### config.mk
export PLATFORM = sky130hd
export DESIGN_NAME = costas_symbol_decider
export DESIGN_NICKNAME = d
export VERILOG_FILES = /design/src/rtl/costas_symbol_decider.sv
export SDC_FILE = /design/constraint.sdc
export NUM_CORES = 1
export LEC_CHECK = 0
export CORE_AREA = 4 4 157 159
export CTS_CLUSTER_DIAMETER = 80
export DETAILED_ROUTE_END_ITERATION = 12
export DIE_AREA = 0 0 161 163
export DONT_BUFFER_PORTS = 1
export PLACE_DENSITY = 0.8
export RECOVER_POWER = 100
export SYNTH_ARGS = -nofsm -noshare
export SYNTH_HDL_FRONTEND = slang
export SYNTH_SLANG_ARGS = --single-unit
### constraint.sdc
create_clock -name clk_32M768 -period 6.2 [get_ports clk_32M768]
set_input_delay 1.24 -clock clk_32M768 [delete_from_list [all_inputs] [get_ports clk_32M768]]
set_output_delay 1.24 -clock clk_32M768 [all_outputs]
set_load 0.01 [all_outputs]
### src/rtl/costas_symbol_decider.sv
// costas_symbol_decider
//   Integrate-and-dump symbol former, hard-decision slicer and windowed
//   carrier-lock detector that sits behind the Costas loop.
//
//   Ports
//     clk_32M768, rst_32M768 : clock, synchronous active-high reset
//     I_data/Q_data          : signed baseband samples (DATA_WIDTH)
//     I_valid/Q_valid        : a sample is taken only when both are high
//     is_bpsk                : 1 = BPSK slicing/lock metric, 0 = QPSK
//     symbol_start           : realign; the current sample (if any) becomes sample 0
//     sym_I/sym_Q            : integrated soft symbol (ACC_WIDTH, signed)
//     sym_valid              : one-cycle strobe for sym_I/sym_Q/sym_bits
//     sym_bits               : {I bit, Q bit}; BPSK drives only bit0
//     sym_is_bpsk            : mode captured with the symbol
//     locked, good_count     : lock flag and good count of the last full window
//
//   Pipeline: dump edge -> sym_* / sym_valid (vld_pipe[0])
//             -> |I|,|Q| registered (vld_pipe[1]) -> window counters, lock.

// One integrate-and-dump lane (instantiated for I and for Q).
module costas_sym_lane #(
  parameter int DATA_WIDTH = 16,
  parameter int ACC_WIDTH  = 24
) (
  input  logic                         clk,
  input  logic                         rst,
  input  logic                         accept,
  input  logic                         restart,
  input  logic                         dump,
  input  logic signed [DATA_WIDTH-1:0] sample,
  output logic signed [ACC_WIDTH-1:0]  sym
);
  logic signed [ACC_WIDTH-1:0] acc;
  logic signed [ACC_WIDTH-1:0] sample_x;

  assign sample_x = {{(ACC_WIDTH-DATA_WIDTH){sample[DATA_WIDTH-1]}}, sample};

  always_ff @(posedge clk) begin
    if (rst) begin
      acc <= '0;
      sym <= '0;
    end else if (restart) begin
      // realignment drops the partial symbol; the accepted sample starts the next
      acc <= accept ? sample_x : '0;
    end else if (accept) begin
      if (dump) begin
        sym <= acc + sample_x;
        acc <= '0;
      end else begin
        acc <= acc + sample_x;
      end
    end
  end
endmodule

module costas_symbol_decider #(
  parameter int DATA_WIDTH  = 16,
  parameter int ACC_WIDTH   = 24,
  parameter int SPS         = 16,
  parameter int LOCK_WINDOW = 256,
  parameter int LOCK_THRESH = 224
) (
  input  logic                         clk_32M768,
  input  logic                         rst_32M768,
  input  logic signed [DATA_WIDTH-1:0] I_data,
  input  logic signed [DATA_WIDTH-1:0] Q_data,
  input  logic                         I_valid,
  input  logic                         Q_valid,
  input  logic                         is_bpsk,
  input  logic                         symbol_start,
  output logic signed [ACC_WIDTH-1:0]  sym_I,
  output logic signed [ACC_WIDTH-1:0]  sym_Q,
  output logic                         sym_valid,
  output logic [1:0]                   sym_bits,
  output logic                         sym_is_bpsk,
  output logic                         locked,
  output logic [15:0]                  good_count
);
  localparam int NUM_LANES = 2;  // lane 0 = I, lane 1 = Q
  localparam int STAGES    = 1;
  localparam int CNT_W     = (SPS > 1) ? $clog2(SPS) : 1;
  localparam int WIN_W     = $clog2(LOCK_WINDOW + 1);

  typedef struct packed {
    logic [ACC_WIDTH:0] abs_i;
    logic [ACC_WIDTH:0] abs_q;
    logic               bpsk;
    logic               chg;   // mode changed with this symbol: restart window
  } eval_t;

  logic [CNT_W-1:0]  cnt;
  logic              accept, last, dump;
  logic [STAGES:0]   vld_pipe;
  logic              sym_chg;
  eval_t             eval_q;
  logic [WIN_W-1:0]  win_cnt, good_run;
  logic [WIN_W-1:0]  win_nxt, good_nxt;
  logic              is_good;

  logic [NUM_LANES-1:0][DATA_WIDTH-1:0] lane_sample;
  logic [NUM_LANES-1:0][ACC_WIDTH-1:0]  lane_sym;

  assign accept = I_valid & Q_valid;
  assign last   = (cnt == CNT_W'(SPS - 1));
  // symbol_start beats the dump of a symbol ending on the same sample
  assign dump   = accept & last & ~symbol_start;

  assign lane_sample = {Q_data, I_data};

  for (genvar g = 0; g < NUM_LANES; g++) begin : g_lane
    costas_sym_lane #(
      .DATA_WIDTH(DATA_WIDTH),
      .ACC_WIDTH (ACC_WIDTH)
    ) u_lane (
      .clk    (clk_32M768),
      .rst    (rst_32M768),
      .accept (accept),
      .restart(symbol_start),
      .dump   (dump),
      .sample (lane_sample[g]),
      .sym    (lane_sym[g])
    );
  end

  assign sym_I     = lane_sym[0];
  assign sym_Q     = lane_sym[1];
  assign sym_valid = vld_pipe[0];
  assign sym_bits  = sym_is_bpsk ? {1'b0, sym_I[ACC_WIDTH-1]}
                                 : {sym_I[ACC_WIDTH-1], sym_Q[ACC_WIDTH-1]};

  // sample counter
  always_ff @(posedge clk_32M768) begin
    if (rst_32M768)        cnt <= '0;
    else if (symbol_start) cnt <= accept ? CNT_W'(1) : '0;
    else if (accept)       cnt <= last ? '0 : cnt + CNT_W'(1);
  end

  // One extra bit so the most negative sum has an exact magnitude.
  function automatic logic [ACC_WIDTH:0] mag(input logic signed [ACC_WIDTH-1:0] x);
    logic signed [ACC_WIDTH:0] xe;
    xe = {x[ACC_WIDTH-1], x};
    return (xe < 0) ? -xe : xe;
  endfunction

  always_ff @(posedge clk_32M768) begin
    if (rst_32M768) begin
      vld_pipe    <= '0;
      sym_is_bpsk <= 1'b0;
      sym_chg     <= 1'b0;
      eval_q      <= '0;
    end else begin
      vld_pipe <= {vld_pipe[STAGES-1:0], dump};
      if (dump) begin
        sym_is_bpsk <= is_bpsk;
        sym_chg     <= (is_bpsk != sym_is_bpsk);
      end
      if (vld_pipe[0]) begin
        eval_q.abs_i <= mag(sym_I);
        eval_q.abs_q <= mag(sym_Q);
        eval_q.bpsk  <= sym_is_bpsk;
        eval_q.chg   <= sym_chg;
      end
    end
  end

  // lock metric on the registered magnitudes
  always_comb begin
    logic [ACC_WIDTH:0] mn, mx;
    is_good  = 1'b0;
    win_nxt  = '0;
    good_nxt = '0;
    mn = (eval_q.abs_i < eval_q.abs_q) ? eval_q.abs_i : eval_q.abs_q;
    mx = (eval_q.abs_i < eval_q.abs_q) ? eval_q.abs_q : eval_q.abs_i;
    if (eval_q.bpsk) is_good = ({1'b0, eval_q.abs_i} >= {eval_q.abs_q, 1'b0});
    else             is_good = ({mn, 1'b0} >= {1'b0, mx});
    win_nxt  = (eval_q.chg ? '0 : win_cnt) + WIN_W'(1);
    good_nxt = (eval_q.chg ? '0 : good_run) + WIN_W'(is_good);
  end

  always_ff @(posedge clk_32M768) begin
    if (rst_32M768) begin
      win_cnt    <= '0;
      good_run   <= '0;
      locked     <= 1'b0;
      good_count <= '0;
    end else if (vld_pipe[STAGES]) begin
      if (win_nxt == WIN_W'(LOCK_WINDOW)) begin
        good_count <= 16'(good_nxt);
        locked     <= (good_nxt >= WIN_W'(LOCK_THRESH));
        win_cnt    <= '0;
        good_run   <= '0;
      end else begin
        win_cnt  <= win_nxt;
        good_run <= good_nxt;
      end
    end
  end
endmodule

==> out/results.ini, run 1 <==
[synthesis]
synth_ff_type=dfxtp_1
synth_cell_types=67
synthMuxAreaShare=0.0412
ys_seq_area_frac=0.290
yosys.area_share.adder=0.126
yosysTopAreaCellShare=0.290
syn_inst=1627
synth-seq-cells=184
synthSimpleGateAreaFrac=0.207
synth_compound_area_frac=0.231
yosysWarnings=0
async_flop_share=0
syn_area_sq_um=12700
yosys.area_share.xor_xnor=0.0579
synth_area_per_cell_sq_um=7.81
synth_edf_count=0
synth_top_family_by_area=compound AO/OA/AOI/OAI gates
netlist_top_cells_area=dfxtp_1 (29%), ha_1 (12%), nand2_1 (5.9%), a21oi_1 (5.8%), nor2_1 (4.8%)
yosysTopAreaCell=dfxtp_1

[setup_path]
endpoint_kind=flop
path_class=flop to flop
cp.required_ns=6.54
start_kind=flop
worstPathArrival_ns=5.94
path_max_fanout=50

[placement]
routabilityCongestion=0.961
hpwlAfterDp_mm=23.7
io_buffers=0
dp_slack_ns=0.567

[floorplan]
core-area_sq_um=23300
die_w_um=161
ioPinCount=107
initial_core_util=0.546
die_area_sq_um=26200
die_y_um=163
placement_rows=56

[clock_network]
cts_tree=yes
numCtsBuffers=17
htree_levels=4
clock_latency_ns=0.45
clkSinkCount=184
clk_path_buf_depth=2
root_buffer=clkbuf_16
path_clk_slew_ns=0.08
cts_setup_buffers=0

[finish]
area_delta_synth_final_pct=5.34
diodes=0
final_common_cell=nand2_1
layout.nets=1734
layout-drive-gt1-share=0.0341
layout_common_cells=nand2_1 (197), dfxtp_1 (184), nor2_1 (162)

[drt]
drtAntennaViolNets=0
post_drt_wl_per_cell_um=17.2
routed_wl_mm=32.7
dr.pass1.iters=5
via_count=11489
vias_per_cell=6.04
drc=0
drt_iter0_drc=935

[sta]
maxSlewViolCount=181
rsz0062_at_grt=false
worst_slack_ns=0.603
fmax_ghz=0.179
hold_ws_ns=0.467
setup_viol=0
finalHoldViolCount=0
clock_skew_ns=0.0151
tightestPinTransition_ns=3.36
fin_tns_setup_ns=0
period_share=0.903
relSlewSlack=-1.24
min_period_ns=5.60

[run]
drv_cap=3

[pwr]
leakagePower_nw=5.34
vdd_drop_max_uv=206
power_density_nw_per_um2=198

[hold_path]
hold_class=flop to flop

[global_routing]
grt_usage=0.244
grt_max_degree=187
grt_pass1_wl_mm=53.3
grt_antenna_before_repair=0
grt_overflow=0
grt_pass1_vias=10512

[status]
status=finished, violations left
failed_checks=max-capacitance violations, max-slew violations

## critical path, stage by stage, from the launching register on
cell,delay (ns)
dfxtp_1,0.37
inv_1,0.09
ha_1,0.32
a21o_1,0.17
a21o_1,0.20
a22oi_1,0.21
o2111a_1,0.22
o41ai_1,0.11
nand2_2,0.32
buf_6,0.40
mux2i_1,0.23
ha_1,0.26
a21o_1,0.16
a21o_1,0.16
a21oi_1,0.17
o21ai_0,0.10
a211oi_1,0.23
o2111a_1,0.21
a2bb2oi_1,0.10
ha_1,0.26
ha_1,0.26
and3_1,0.20
nor2b_1,0.14
a211oi_1,0.30
a21oi_1,0.07
a31oi_1,0.16
nor2_1,0.06
## cells by family (layout without fill, tap and decap cells)
family                   count (synthesis)  count (layout)
AND/OR/NAND/NOR                        570             570
AO/OA/AOI/OAI                          458             458
flip-flops                             184             184
buffers and inverters                  151             100
adder cells (fa/ha/maj)                127             127
XOR/XNOR                                84              84
multiplexers                            52              52
other                                    1               7
## synthesized netlist by cell type (all sizes together) (4+ instances only)
| cell type | n |
|---|---|
| o31ai | 14 |
| or2 | 12 |
| xnor2 | 35 |
| nand2b | 17 |
| a21o | 37 |
| nand4 | 15 |
| a211oi | 56 |
| o211ai | 8 |
| buf | 11 |
| a21oi | 147 |
| nand2 | 198 |
| a211o | 5 |
| a32oi | 4 |
| a22oi | 17 |
| nor3 | 44 |
| inv | 57 |
| o21ai | 84 |
| dfxtp | 184 |
| or3 | 14 |
| or4 | 13 |
| o41ai | 7 |
| nand4b | 4 |
| nor2 | 162 |
| a221oi | 12 |
| a21boi | 5 |
| o21a | 14 |
| o21bai | 5 |
| nand3 | 42 |
| clkbuf | 83 |
| nand3b | 7 |
| and3 | 9 |
| a31oi | 16 |
| mux2i | 50 |
| nor2b | 17 |
| ha | 125 |
| o2111ai | 4 |
| nor4 | 6 |
| xor2 | 49 |
## what timing repair did
action / 4_1_cts / 5_1_grt
resized for setup: 0 / 1
setup endpoints to repair: 0 / 1
hold buffers: 0 / 0
endpoints found under the hold margin: 0 / 0
## power by group
part | internal [mW] | switching (mW)
clock network | 0.540 | 0.540
logic | 0.140 | 0.206
registers | 1.21 | 0.0146
## path summary, 6_finish.rpt
check             slack (ns)   startpoint          end  depth (start not counted)
setup / recovery        0.60   eval_q[24]       locked                         26
hold / removal          0.47  good_run[0]  good_run[0]                          2
setup reg to reg        0.60   eval_q[24]       locked                         26
hold reg to reg         0.47  good_run[0]  good_run[0]                          2
## sequential cells by signal (all words and copies together) (netlist names), 2 cells and up
| signal | flops |
|---|---|
| good_count | 9 |
| g_lane.u_lane.sym | 48 |
| g_lane.u_lane.acc | 48 |
| win_cnt | 9 |
| eval_q | 52 |
| vld_pipe | 2 |
| cnt | 4 |
| good_run | 9 |
## metal layers
metal  routed length, um  track usage
met5                   0            0
met1               14700        0.324
met4                 774       0.0706
met2               14900        0.395
met3                2330       0.0615
## area by class of cell
| type | instances | area [sq um] |
|---|---|---|
| repair buffers | 11 | 56.3 |
| fillers | 2116 | 9880 |
| clock buffers | 18 | 429 |
| well taps | 319 | 399 |
| inverters | 57 | 214 |
| flip-flops and latches | 184 | 3680 |
| clock inverters | 14 | 159 |
| multi-input cells | 1298 | 8440 |
## per-stage QoR
| stage | util | std cells | total power, mW | cell area [sq um] |
|---|---|---|---|---|
| 2_1_floorplan | - | 1633 | 1.54 | 12700 |
| 3_3_place_gp | 0.552 | 1869 | 1.57 | 12800 |
| 3_5_place_dp | 0.552 | 1869 | 1.58 | 12800 |
| 4_1_cts | 0.577 | 1901 | 2.65 | 13400 |
| 5_1_grt | 0.575 | 1901 | 2.75 | 13400 |
| 6_report | 0.575 | 1901 | 2.65 | 13400 |
No activity file was read; power rests on OpenSTA's default activity.
==> inputs of run 2 (changes only) <==
--- a/config.mk
+++ b/config.mk
@@ -15,3 +15,4 @@
 export SYNTH_ARGS = -nofsm -noshare
 export SYNTH_HDL_FRONTEND = slang
 export SYNTH_SLANG_ARGS = --single-unit
+export TNS_END_PERCENT = 5
==> results of run 2 <==
Same layout as run 1: the final DEF is identical, and so are final timing and power.
